<file path="config.mk">
export PLATFORM = sky130hd
export DESIGN_NAME = fpu_fp32_div
export DESIGN_NICKNAME = d
export VERILOG_FILES = /design/src/rtl/fpu_fp32_div.sv
export SDC_FILE = /design/constraint.sdc
export NUM_CORES = 1
export LEC_CHECK = 0
export ABC_AREA = 1
export BUFFER_PORTS_ARGS = -buffer_cell sky130_fd_sc_hd__buf_2
export CORE_ASPECT_RATIO = 0.6
export CORE_UTILIZATION = 50
export CTS_CLUSTER_DIAMETER = 120
export DETAILED_ROUTE_END_ITERATION = 8
export PLACE_DENSITY = 0.7
export SKIP_CTS_REPAIR_TIMING = 1
export SYNTH_ARGS = -nofsm -noshare
export SYNTH_HDL_FRONTEND = slang
export SYNTH_SLANG_ARGS = --single-unit
</file>
<file path="constraint.sdc">
create_clock -name clk -period 4.9 [get_ports clk]
set_input_delay 0.245 -clock clk [delete_from_list [all_inputs] [get_ports clk]]
set_output_delay 0.245 -clock clk [all_outputs]
set_load 0.02 [all_outputs]
</file>
<file path="src/rtl/fpu_fp32_div.sv">
// FP32 iterative divider: restoring shift-subtract, one quotient bit per clock.
// Denormals flush to zero, truncating, start/done handshake toward the pipeline.
module fpu_fp32_div #(
  parameter bit SPECIAL_FAST = 1'b1
) (
  input  logic        clk,
  input  logic        rst_n,
  input  logic        start,
  input  logic [31:0] srca,
  input  logic [31:0] srcb,
  output logic        busy,
  output logic        done,
  output logic [31:0] dst
);

  typedef enum logic [1:0] {
    IDLE,
    DIV,
    PACK,
    DONE
  } state_t;

  state_t      state;
  logic [4:0]  cnt;
  logic        sgnc;
  logic [7:0]  ea;
  logic [7:0]  eb;
  logic [24:0] rem;
  logic [23:0] mb;
  logic [24:0] q;
  logic        spec;
  logic [31:0] specv;

  logic [7:0]  ea_in;
  logic [7:0]  eb_in;
  logic        sgn_in;
  logic        za;
  logic        zb;
  logic        spec_in;
  logic [31:0] specv_in;

  logic        rem_ge;
  logic [24:0] rem_sub;
  logic [24:0] rem_nxt;

  logic [9:0]  exc;
  logic [22:0] frac;
  logic        uf;
  logic        ov;
  logic [31:0] res;

  assign ea_in   = srca[30:23];
  assign eb_in   = srcb[30:23];
  assign sgn_in  = srca[31] ^ srcb[31];
  assign za      = (ea_in == 8'd0);
  assign zb      = (eb_in == 8'd0);
  assign spec_in = za | zb;

  // special-operand result, chosen when the request is accepted
  always_comb begin
    specv_in = 32'h0;
    unique case (1'b1)
      za && zb:  specv_in = 32'h7FC0_0000;
      za && !zb: specv_in = {sgn_in, 31'h0};
      !za && zb: specv_in = {sgn_in, 8'hFF, 23'h0};
      default:   specv_in = 32'h0;
    endcase
  end

  // one restoring step: subtract when the divisor fits, then shift
  always_comb begin
    rem_ge  = (rem >= {1'b0, mb});
    rem_sub = rem - {1'b0, mb};
    rem_nxt = {rem[23:0], 1'b0};
    if (rem_ge) begin
      rem_nxt = {rem_sub[23:0], 1'b0};
    end
  end

  // normalise the quotient and build the packed result
  always_comb begin
    exc  = {2'b00, ea} - {2'b00, eb}
         + (q[24] ? 10'd127 : 10'd126);
    frac = q[24] ? q[23:1] : q[22:0];
    uf   = exc[9] | (exc == 10'd0);
    ov   = !uf && exc[8];
    res  = {sgnc, exc[7:0], frac};
    unique case (1'b1)
      spec:        res = specv;
      !spec && uf: res = 32'h0;
      !spec && ov: res = {sgnc, 8'hFF, 23'h0};
      default:     ;
    endcase
  end

  // control FSM with registered handshake and result
  always_ff @(posedge clk or negedge rst_n) begin
    if (!rst_n) begin
      state <= IDLE;
      busy  <= 1'b0;
      done  <= 1'b0;
      dst   <= 32'h0;
      cnt   <= 5'd0;
      sgnc  <= 1'b0;
      ea    <= 8'd0;
      eb    <= 8'd0;
      rem   <= 25'd0;
      mb    <= 24'd0;
      q     <= 25'd0;
      spec  <= 1'b0;
      specv <= 32'h0;
    end else begin
      unique case (state)
        IDLE: begin
          done <= 1'b0;
          if (start) begin
            busy  <= 1'b1;
            sgnc  <= sgn_in;
            ea    <= ea_in;
            eb    <= eb_in;
            rem   <= {2'b01, srca[22:0]};
            mb    <= {1'b1, srcb[22:0]};
            q     <= 25'd0;
            cnt   <= 5'd24;
            spec  <= spec_in;
            specv <= specv_in;
            if (SPECIAL_FAST && spec_in) begin
              state <= PACK;
            end else begin
              state <= DIV;
            end
          end
        end
        DIV: begin
          q   <= {q[23:0], rem_ge};
          rem <= rem_nxt;
          cnt <= cnt - 5'd1;
          if (cnt == 5'd0) begin
            state <= PACK;
          end
        end
        PACK: begin
          dst   <= res;
          done  <= 1'b1;
          busy  <= 1'b0;
          state <= DONE;
        end
        DONE: begin
          done  <= 1'b0;
          state <= IDLE;
        end
        default: begin
          state <= IDLE;
          busy  <= 1'b0;
          done  <= 1'b0;
        end
      endcase
    end
  end

endmodule

</file>
Yosys cells after proc, flatten, opt, wreduce, memory -nomap -nowiden. Cells that the tools add are included.

Input port bits: 67. Bits in registers: 165. Logic and storage cells: 67.

Bitwise operators: 3. Multiplexer cells: 18. Magnitude comparators: 1. Reduce and logical (&&, ||, !) cells: 23. Add/subtract/negate cells: 4. Eq/ne operators: 5.

Operators with widths (count): 32-bit case mux with 3 select lines (2); 25-bit case mux with 2 select lines (2); 25-bit 2-to-1 mux (3); 25-bit by 24-bit >= comparator with 1-bit output (1); 24-bit subtractor (1); 23-bit 2-to-1 mux (1); 8-bit logical NOT (2); 9-bit by 8-bit adder with 10-bit output (1); 10-bit logical NOT (1); 5-bit case mux with 2 select lines (1); 8-bit by 8-bit subtractor with 9-bit output (1); 2-bit case mux with 4 select lines (1); 2-bit AND reduction (4); 1-bit logical AND (6); 2-bit 2-to-1 mux (3); 2-bit nonzero test (3); 5-bit logical NOT (1); 5-bit 2-to-1 mux (1); 5-bit by 1-bit subtractor with 5-bit output (second input constant) (1); 2-bit equality test (second input constant) (2); 1-bit logical NOT (4); 2-bit inequality test (second input constant) (2); 1-bit case mux with 2 select lines (2); 2-bit by 1-bit equality test with 1-bit output (second input constant) (1); other kinds (5) (7).

Longest topological paths before layout. Gate-level depths: netlist of the first run.

Depth in word-level cells: 8. Gate-level depth with buffers: 20.

Worst setup path before layout of the first run. Ideal clock, no wire load.

Path kind: register -> register. Start: register eb[0]. End: register dst[21]. Setup time: 123 ps. Arrival: 2446 ps. Slack: 2331 ps. Cell stages (with the launch flop): 15. Path buffers: 1. Cells stage by stage: dfrtp_1 ha_1 fa_1 ha_1 inv_1 or2_2 nor2_1 nand3_1 nor2_1 nand2_1 nor2_1 nand2_4 nand2_4 buf_6 o21ai_2.

Word-level cells in the longest chain between the ends: 8. Elaborated cells between the ends (all ways): 9.

Ends and longest elaborated chain: start: declaration (RTL line 27) `logic [7:0] eb;`; start signal: assignment (RTL line 120) `eb <= eb_in;`; 8-bit by 8-bit subtractor with 9-bit output * (RTL line 82) `exc = {2'b00, ea} - {2'b00, eb}`; 9-bit by 8-bit adder with 10-bit output * (RTL line 83) `+ (q[24] ? 10'd127 : 10'd126);`; 10-bit logical NOT (RTL line 85) `uf = exc[9] | (exc == 10'd0);`; 1-bit bitwise OR (RTL line 85); 1-bit logical NOT (RTL line 86) `ov = !uf && exc[8];`; 1-bit logical AND (RTL line 86); 1-bit logical AND (RTL line 91) `!spec && ov: res = {sgnc, 8'hFF, 23'h0};`; 32-bit case mux with 3 select lines * (RTL line 88) `unique case (1'b1)`; end signal: assignment (RTL line 143) `dst <= res;`; end: declaration (RTL line 13) `output logic [31:0] dst`.

Every way passes the cells marked *; elsewhere a longest branch is shown, timed or not. A chain may end at the register's enable or synchronous reset.

Worst setup path in the final report of the first run.
Start: register ea[0]. End: register dst[30].

Word-level cells in the longest chain between the ends: 8. Elaborated cells between the ends (all ways): 9.

Ends and longest elaborated chain: start: declaration (RTL line 26) `logic [7:0] ea;`; start signal: assignment (RTL line 119) `ea <= ea_in;`; 8-bit by 8-bit subtractor with 9-bit output * (RTL line 82); 9-bit by 8-bit adder with 10-bit output * (RTL line 83); 10-bit logical NOT (RTL line 85); 1-bit bitwise OR (RTL line 85); 1-bit logical NOT (RTL line 86); 1-bit logical AND (RTL line 86); 1-bit logical AND (RTL line 91); 32-bit case mux with 3 select lines * (RTL line 88).

Marked as above.

==> metrics.yaml, run 1 <==
run_status: "finished, final reports clean"
worst-setup-path-type: "flip-flop to flip-flop"
maxSlewHeadroom_pct: 29.7
synth_sequential_area_ratio_pct: 41.3
cell_area_synth_mm2: 0.00823
tightest_slew_ns: 1.05
drt_first_pass_iters: 5
clkSlewWorstSetupHoldPaths_ns: 0.08
yosys.area_share.xor_xnor_pct: 2.23
cp-end-kind: "flip-flop"
ys.warnings.count: 0
hold_depth: 3
vias: 7505
final_period_minus_worst_setup_slack_ns: 3.02
cts_buffer_depth: 2
final_antenna_net_count: 0
hold_violations: 0
muxShareOfSynthArea_pct: 0.137
number_of_endpoints_failing_setup_at_the_final_stage: 0
yosysUniqueCellTypes: 46
final_antenna_diode_count: 0
worst_hold_startpoint: "srcb[4]"
cts_tree: "yes"
synthesis.area_per_instance_um2: 7.66
wl_per_cell_um: 15.3
design.core.area_mm2: 0.0157
clkSinkCount: 136
critical_path_peak_fanout: 23
cells_traversed_along_the_worst_timing_path: "inv_1, ha_1, fa_1, ha_1, inv_1, or2_2, nor2_1, nand3_1, nor2_1, nand2_1, nor2_1, nand2_4, nand2_4, nor2_1, nor2_1, nor2_1"
maximum_cell_stage_delay_along_the_critical_path_ns: 0.47
critPathRequiredTime_ns: 5.21
largest_net_degree_at_the_start_of_global_routing: 85
cp_startpoint_kind: "flip-flop"
worstReg2RegEnd: "dst[30]"
global_route.usage.total_pct: 26.0
finalSetupTns_ns: 0
synth.top_cell.area_share_pct: 41.3
antenna_found_initial: 0
layout_overhead_on_the_synthesized_area_pct: 15.7
remaining_drc_errors: 0
r2r_cells: 16
finClkSkew_ns: 0.0169
placement_rows: 35
grt_remaining_overflow: 0
holdPathEnd: "mb[4]"
number_of_enable_type_register_cells_in_the_synthesized_netlist: 0
synth-compound-area-share_pct: 17.3
worst_hold_path_class: "input pin to flip-flop"
synth_adder_area_share_pct: 6.57
start_util_pct: 52.4
rsz0062_at_grt: "false"
routed_via_density: 5.45
synth-simple-area-share_pct: 23.2
yosys.area.top_type: "dfrtp_1"
fmaxAchievable_mhz: 331
critPathArrivalTime_ns: 3.32
critical_path.n_buffers_inverters: 2
number_of_instances_in_the_synthesized_netlist: 1075
drive_gt1_share_pct: 15.8
cpMaxStageDelayCell: "fa_1"
cpMostUsedCell: "nor2_1"
dominant_combinational_cell_family_by_area_after_synthesis: "simple AND/OR/NAND/NOR gates"
final_min_period_over_clock_period_pct: 61.6
h-tree-depth: 4
maxCapViolations: 0
cts_bufs_inserted: 17
die_area_mm2: 0.0170
worst_path_dominant_cell_family: "simple AND/OR/NAND/NOR gates"
die_y_um: 101
layout.nets: 1269
port-buffer-count: 100
syn_nets: 1184
synth_async_reset_ratio_pct: 100
timing_max_transition_violations_final: 0
first_global_vias: 6704
dp.final_hpwl_um: 14900
synth.area.top_cells: "dfrtp_1 41%, nand2_1 11%, inv_1 6.6%, ha_1 6.1%, a21oi_1 5.2%"
pin_count: 101
synth_seq_cells: 136
place_congestion: 0.959
global_route_wire_length_before_repair_um: 34700
post_synth_top_flop: "dfrtp_1"
clkLatencyLatePin_ns: 0.42
worst_r2r_start: "ea[0]"
reg2reg_slack_ns: 1.88
die_span_in_x_um: 168
detailedRoute.firstIterationViolations: 599
cts-root-buf: "clkbuf_16"
finalWirelength_um: 21100
## worst min-delay path: cells and delay by family
family	cells	cell delay [ns]
AO/OA/AOI/OAI	1	0.05
AND/OR/NAND/NOR	1	0.04
buffers and inverters	1	0.07
## cell families after synthesis
group / Yosys count
muxes: 1
xor gates and xnor gates: 21
buffers and inverters: 194
and+or+nand+nor: 434
AOI/OAI and AO/OA: 247
DFF: 136
adders and majority gates: 42
## layout by cell type (no fill, tap or decap), types with 2 or more instances in the layout
cell and n:
a21o_1 4, a21oi_1 85, a22oi_1 15, buf_2 99, buf_4 9, bufinv_16 3, clkbuf_16 17, clkinv_1 3
dfrtp_1 136, fa_1 2, ha_1 40, inv_1 145, inv_2 2, inv_6 3, inv_8 7, nand2_1 252
nand2_2 3, nand2_4 2, nand3_1 68, nand3_2 4, nand4_1 30, nor2_1 54, nor2_2 2, nor3_1 4
nor4_1 7, o21ai_0 83, o21ai_1 2, o21ai_2 22, o21bai_1 2, o22ai_1 26, or2_2 3, xnor2_1 12
xor2_1 9
## flip-flops by register name (all words and copies together) (netlist names)
register  cells
busy          1
eb            8
state         2
specv         3
rem          25
spec          1
sgnc          1
ea            8
dst          32
q            25
done          1
cnt           5
mb           24
## final cells by class
type                            count  area [um^2]
Clock buffer                       17          425
Timing Repair Buffer              110          584
Clock inverter                     15          220
Inverter                          150          563
Sequential cell                   136         3400
Multi-Input combinational cell    745         4070
Tap cell                          203          254
Fill cell                        1463         6200
## cells in the mapped netlist, types with 2 or more instances
cell,instances
xor2_1,9
a22oi_1,15
fa_1,2
buf_6,2
buf_2,5
ha_1,40
nand2_4,2
nor3_1,4
or2_2,3
inv_1,145
nand4_1,30
o21ai_2,21
a21o_1,4
nand3_2,4
nor2_2,2
nor4_1,7
nor2_1,54
o21ai_1,3
o21ai_0,83
clkinv_1,3
nand3_1,68
nand2_1,252
clkbuf_1,29
buf_4,2
buf_1,6
inv_2,2
a21oi_1,85
nand2_2,3
o21bai_1,2
dfrtp_1,136
xnor2_1,12
o22ai_1,26
## stage by stage
stage | setup WS (ns) | cell area [um^2] | std cells | utilization (%) | hold slack [ns]
3_5_place_dp | 1.91 | 8870 | 1343 | 56.4 | 0.355
3_3_place_gp | 1.95 | 8870 | 1343 | 56.4 | 0.350
2_1_floorplan | 2.33 | 8230 | 1075 | - | -0.0506
6_report | 1.88 | 9520 | 1376 | 60.6 | 0.0202
4_1_cts | 1.88 | 9510 | 1375 | 60.5 | -0.0872
5_1_grt | 1.63 | 9520 | 1376 | 60.6 | 0.0185
## worst max path at each step
stage | from | endpoint | slack [ns] | depth (start not counted)
global placement | ea[0] | dst[30] | 1.95 | 16
finish | ea[0] | dst[30] | 1.88 | 16
detailed placement | ea[0] | dst[30] | 1.91 | 16
CTS | ea[0] | dst[30] | 1.88 | 16
global route | ea[0] | dst[30] | 1.63 | 15
floorplan | eb[0] | dst[21] | 2.33 | 14
## layer usage
metal | track usage [%] | vias up | part of all wire (%)
met5 | 0 | - | 0
met4 | 4.38 | 0 | 0.52
met3 | 5.04 | 14 | 7.4
met2 | 34.2 | 264 | 37
met1 | 43.2 | 3498 | 55
li1 | - | 3729 | -
Power of run 1 is not shown: default switching activity piles up to over one toggle a cycle in this logic, so the estimate is an artifact.
==> run 2: changes to the inputs <==
--- a/config.mk
+++ b/config.mk
@@ -11,7 +11,7 @@
 export CORE_UTILIZATION = 50
 export CTS_CLUSTER_DIAMETER = 120
 export DETAILED_ROUTE_END_ITERATION = 8
-export PLACE_DENSITY = 0.7
+export PLACE_DENSITY = 0.73
 export SKIP_CTS_REPAIR_TIMING = 1
 export SYNTH_ARGS = -nofsm -noshare
 export SYNTH_HDL_FRONTEND = slang
==> constraint.sdc (replaced) <==
create_clock -name clk -period 2.69 [get_ports clk]
set_input_delay 0.1345 -clock clk [delete_from_list [all_inputs] [get_ports clk]]
set_output_delay 0.1345 -clock clk [all_outputs]
set_load 0.02 [all_outputs]
==> run 2 against run 1 <==
Compared with the run above: the run now ends with negative hold slack, negative setup slack left; sequential cell count is the same; worst hold slack lost 0.048 ns; register-to-register slack lost 1.9 ns; die area is the same; cell count grew 4.6%.
==> metrics.yaml, run 2 (synthesis gave the netlist of run 1 again) <==
hold_violations: 2
vias: 7777
top_reg_by_flops: "dst"
largest_net_degree_at_the_start_of_global_routing: 80
start_util_pct: 52.4
share_of_the_core_filled_with_cells_in_the_final_layout_pct: 65.1
failed_checks: "negative hold slack, negative setup slack"
remaining_drc_errors: 0
pin_count: 101
timing_max_transition_violations_final: 0
cp-end-kind: "flip-flop"
h-tree-depth: 4
cts-root-buf: "clkbuf_16"
fmaxAchievable_mhz: 368
dp.final_hpwl_um: 15200
die_y_um: 101
layout_overhead_on_the_synthesized_area_pct: 24.4
largest_register_ff_count: 32
critPathArrivalTime_ns: 3.03
register_area_mm2: 0.00340
worst_hold_startpoint: "srcb[28]"
largest_regs: "dst: 32 flops, q: 25 flops, rem: 25 flops"
first_global_vias: 7051
port-buffer-count: 100
detailedRoute.firstIterationViolations: 567
final_period_minus_worst_setup_slack_ns: 2.72
fillers: 1335
die_span_in_x_um: 168
clkSinkCount: 136
critical_path_peak_fanout: 7
worstReg2RegEnd: "dst[26]"
worst_hold_path_class: "input pin to flip-flop"
placement_rows: 35
cts_tree: "yes"
die_area_mm2: 0.0170
layout.cell_area.non_filler_mm2: 0.0102
final_min_period_over_clock_period_pct: 101
hold-worst-slack_ns: -0.0282
place_congestion: 1.02
rsz0062_at_grt: "true"
grt_remaining_overflow: 0
cts_buffer_depth: 2
detailed_place.area_mm2: 0.00906
clkLatencyLatePin_ns: 0.42
global_route_wire_length_before_repair_um: 36100
global_route.usage.total_pct: 26.8
r2r_cells: 16
reg2reg_slack_ns: -0.03
multi_input_comb_area_mm2: 0.00421
layout_common_cells: "249 x nand2_1, 141 x inv_1, 136 x dfrtp_1"
layout.nets: 1332
clkSlewWorstSetupHoldPaths_ns: 0.07
worst_r2r_start: "eb[0]"
finalWirelength_um: 22100
critPathRequiredTime_ns: 3.00
final_antenna_diode_count: 0
cts_bufs_inserted: 17
drt_first_pass_iters: 5
finClkSkew_ns: 0.0171
cp_startpoint_kind: "flip-flop"
tightest_slew_ns: 0.725
final_antenna_net_count: 0
routed_via_density: 5.40
critPathCapture: "dst[26]"
worst-setup-path-type: "flip-flop to flip-flop"
design.core.area_mm2: 0.0157
antenna_found_initial: 0
drive_gt1_share_pct: 19.2
maxSlewHeadroom_pct: 51.6
wl_per_cell_um: 15.4
maxCapViolations: 0
final_common_cell: "nand2_1"
startpoint: "eb[0]"
number_of_endpoints_failing_setup_at_the_final_stage: 21
run_status: "finished, violations left"
timing.final.ws_setup_ns: -0.0291
## run 2: worst min path at each step
stage | end | slack, ns | depth (start not counted)
floorplan | busy | -0.16 | 0
global placement | mb[15] | 0.14 | 1
detailed placement | mb[15] | 0.15 | 1
CTS | mb[15] | -0.29 | 1
global route | eb[5] | 0.0003 | 3
finish | eb[5] | -0.03 | 3
## run 2: through the flow
step                instances  TNS [ns]  setup slack [ns]
global route             1439     -3.61            -0.167
floorplan                1075         0             0.121
detailed placement       1364    -0.965           -0.0635
CTS                      1396     -1.29           -0.0801
finish                   1439    -0.298           -0.0291
global placement         1364  -0.00343          -0.00343
## run 2: worst max-delay path: stages (launching register included)
cell and delay, ns:
dfrtp_1 0.41, ha_4 0.18, fa_2 0.48, ha_4 0.28
inv_2 0.03, or2_4 0.23, nor2_2 0.09, nand3_1 0.09
nor2_1 0.13, nand2_1 0.10, nor2_4 0.12, nand2_4 0.10
buf_12 0.16, nand3_1 0.08, nand2_1 0.05, nand2_1 0.05
nand2_1 0.04
## run 2: area by class of cell
type / count / area share (%)
tap: 203 / 2.48
clock buffer: 18 / 4.29
clock inverter: 14 / 1.26
timing repair buffer: 173 / 12.1
inverter: 150 / 5.50
sequential: 136 / 33.2
multi-input combinational: 745 / 41.2
## run 2: per-layer routing
layer | vias to the layer above | track usage (%) | part of all wire (%)
met5 | - | 0 | 0
met4 | 0 | 5.29 | 0.82
met3 | 18 | 5.04 | 7.0
met2 | 266 | 37.3 | 40
met1 | 3607 | 42.6 | 52
li1 | 3886 | - | -
Power of run 2 is left out for the same reason.
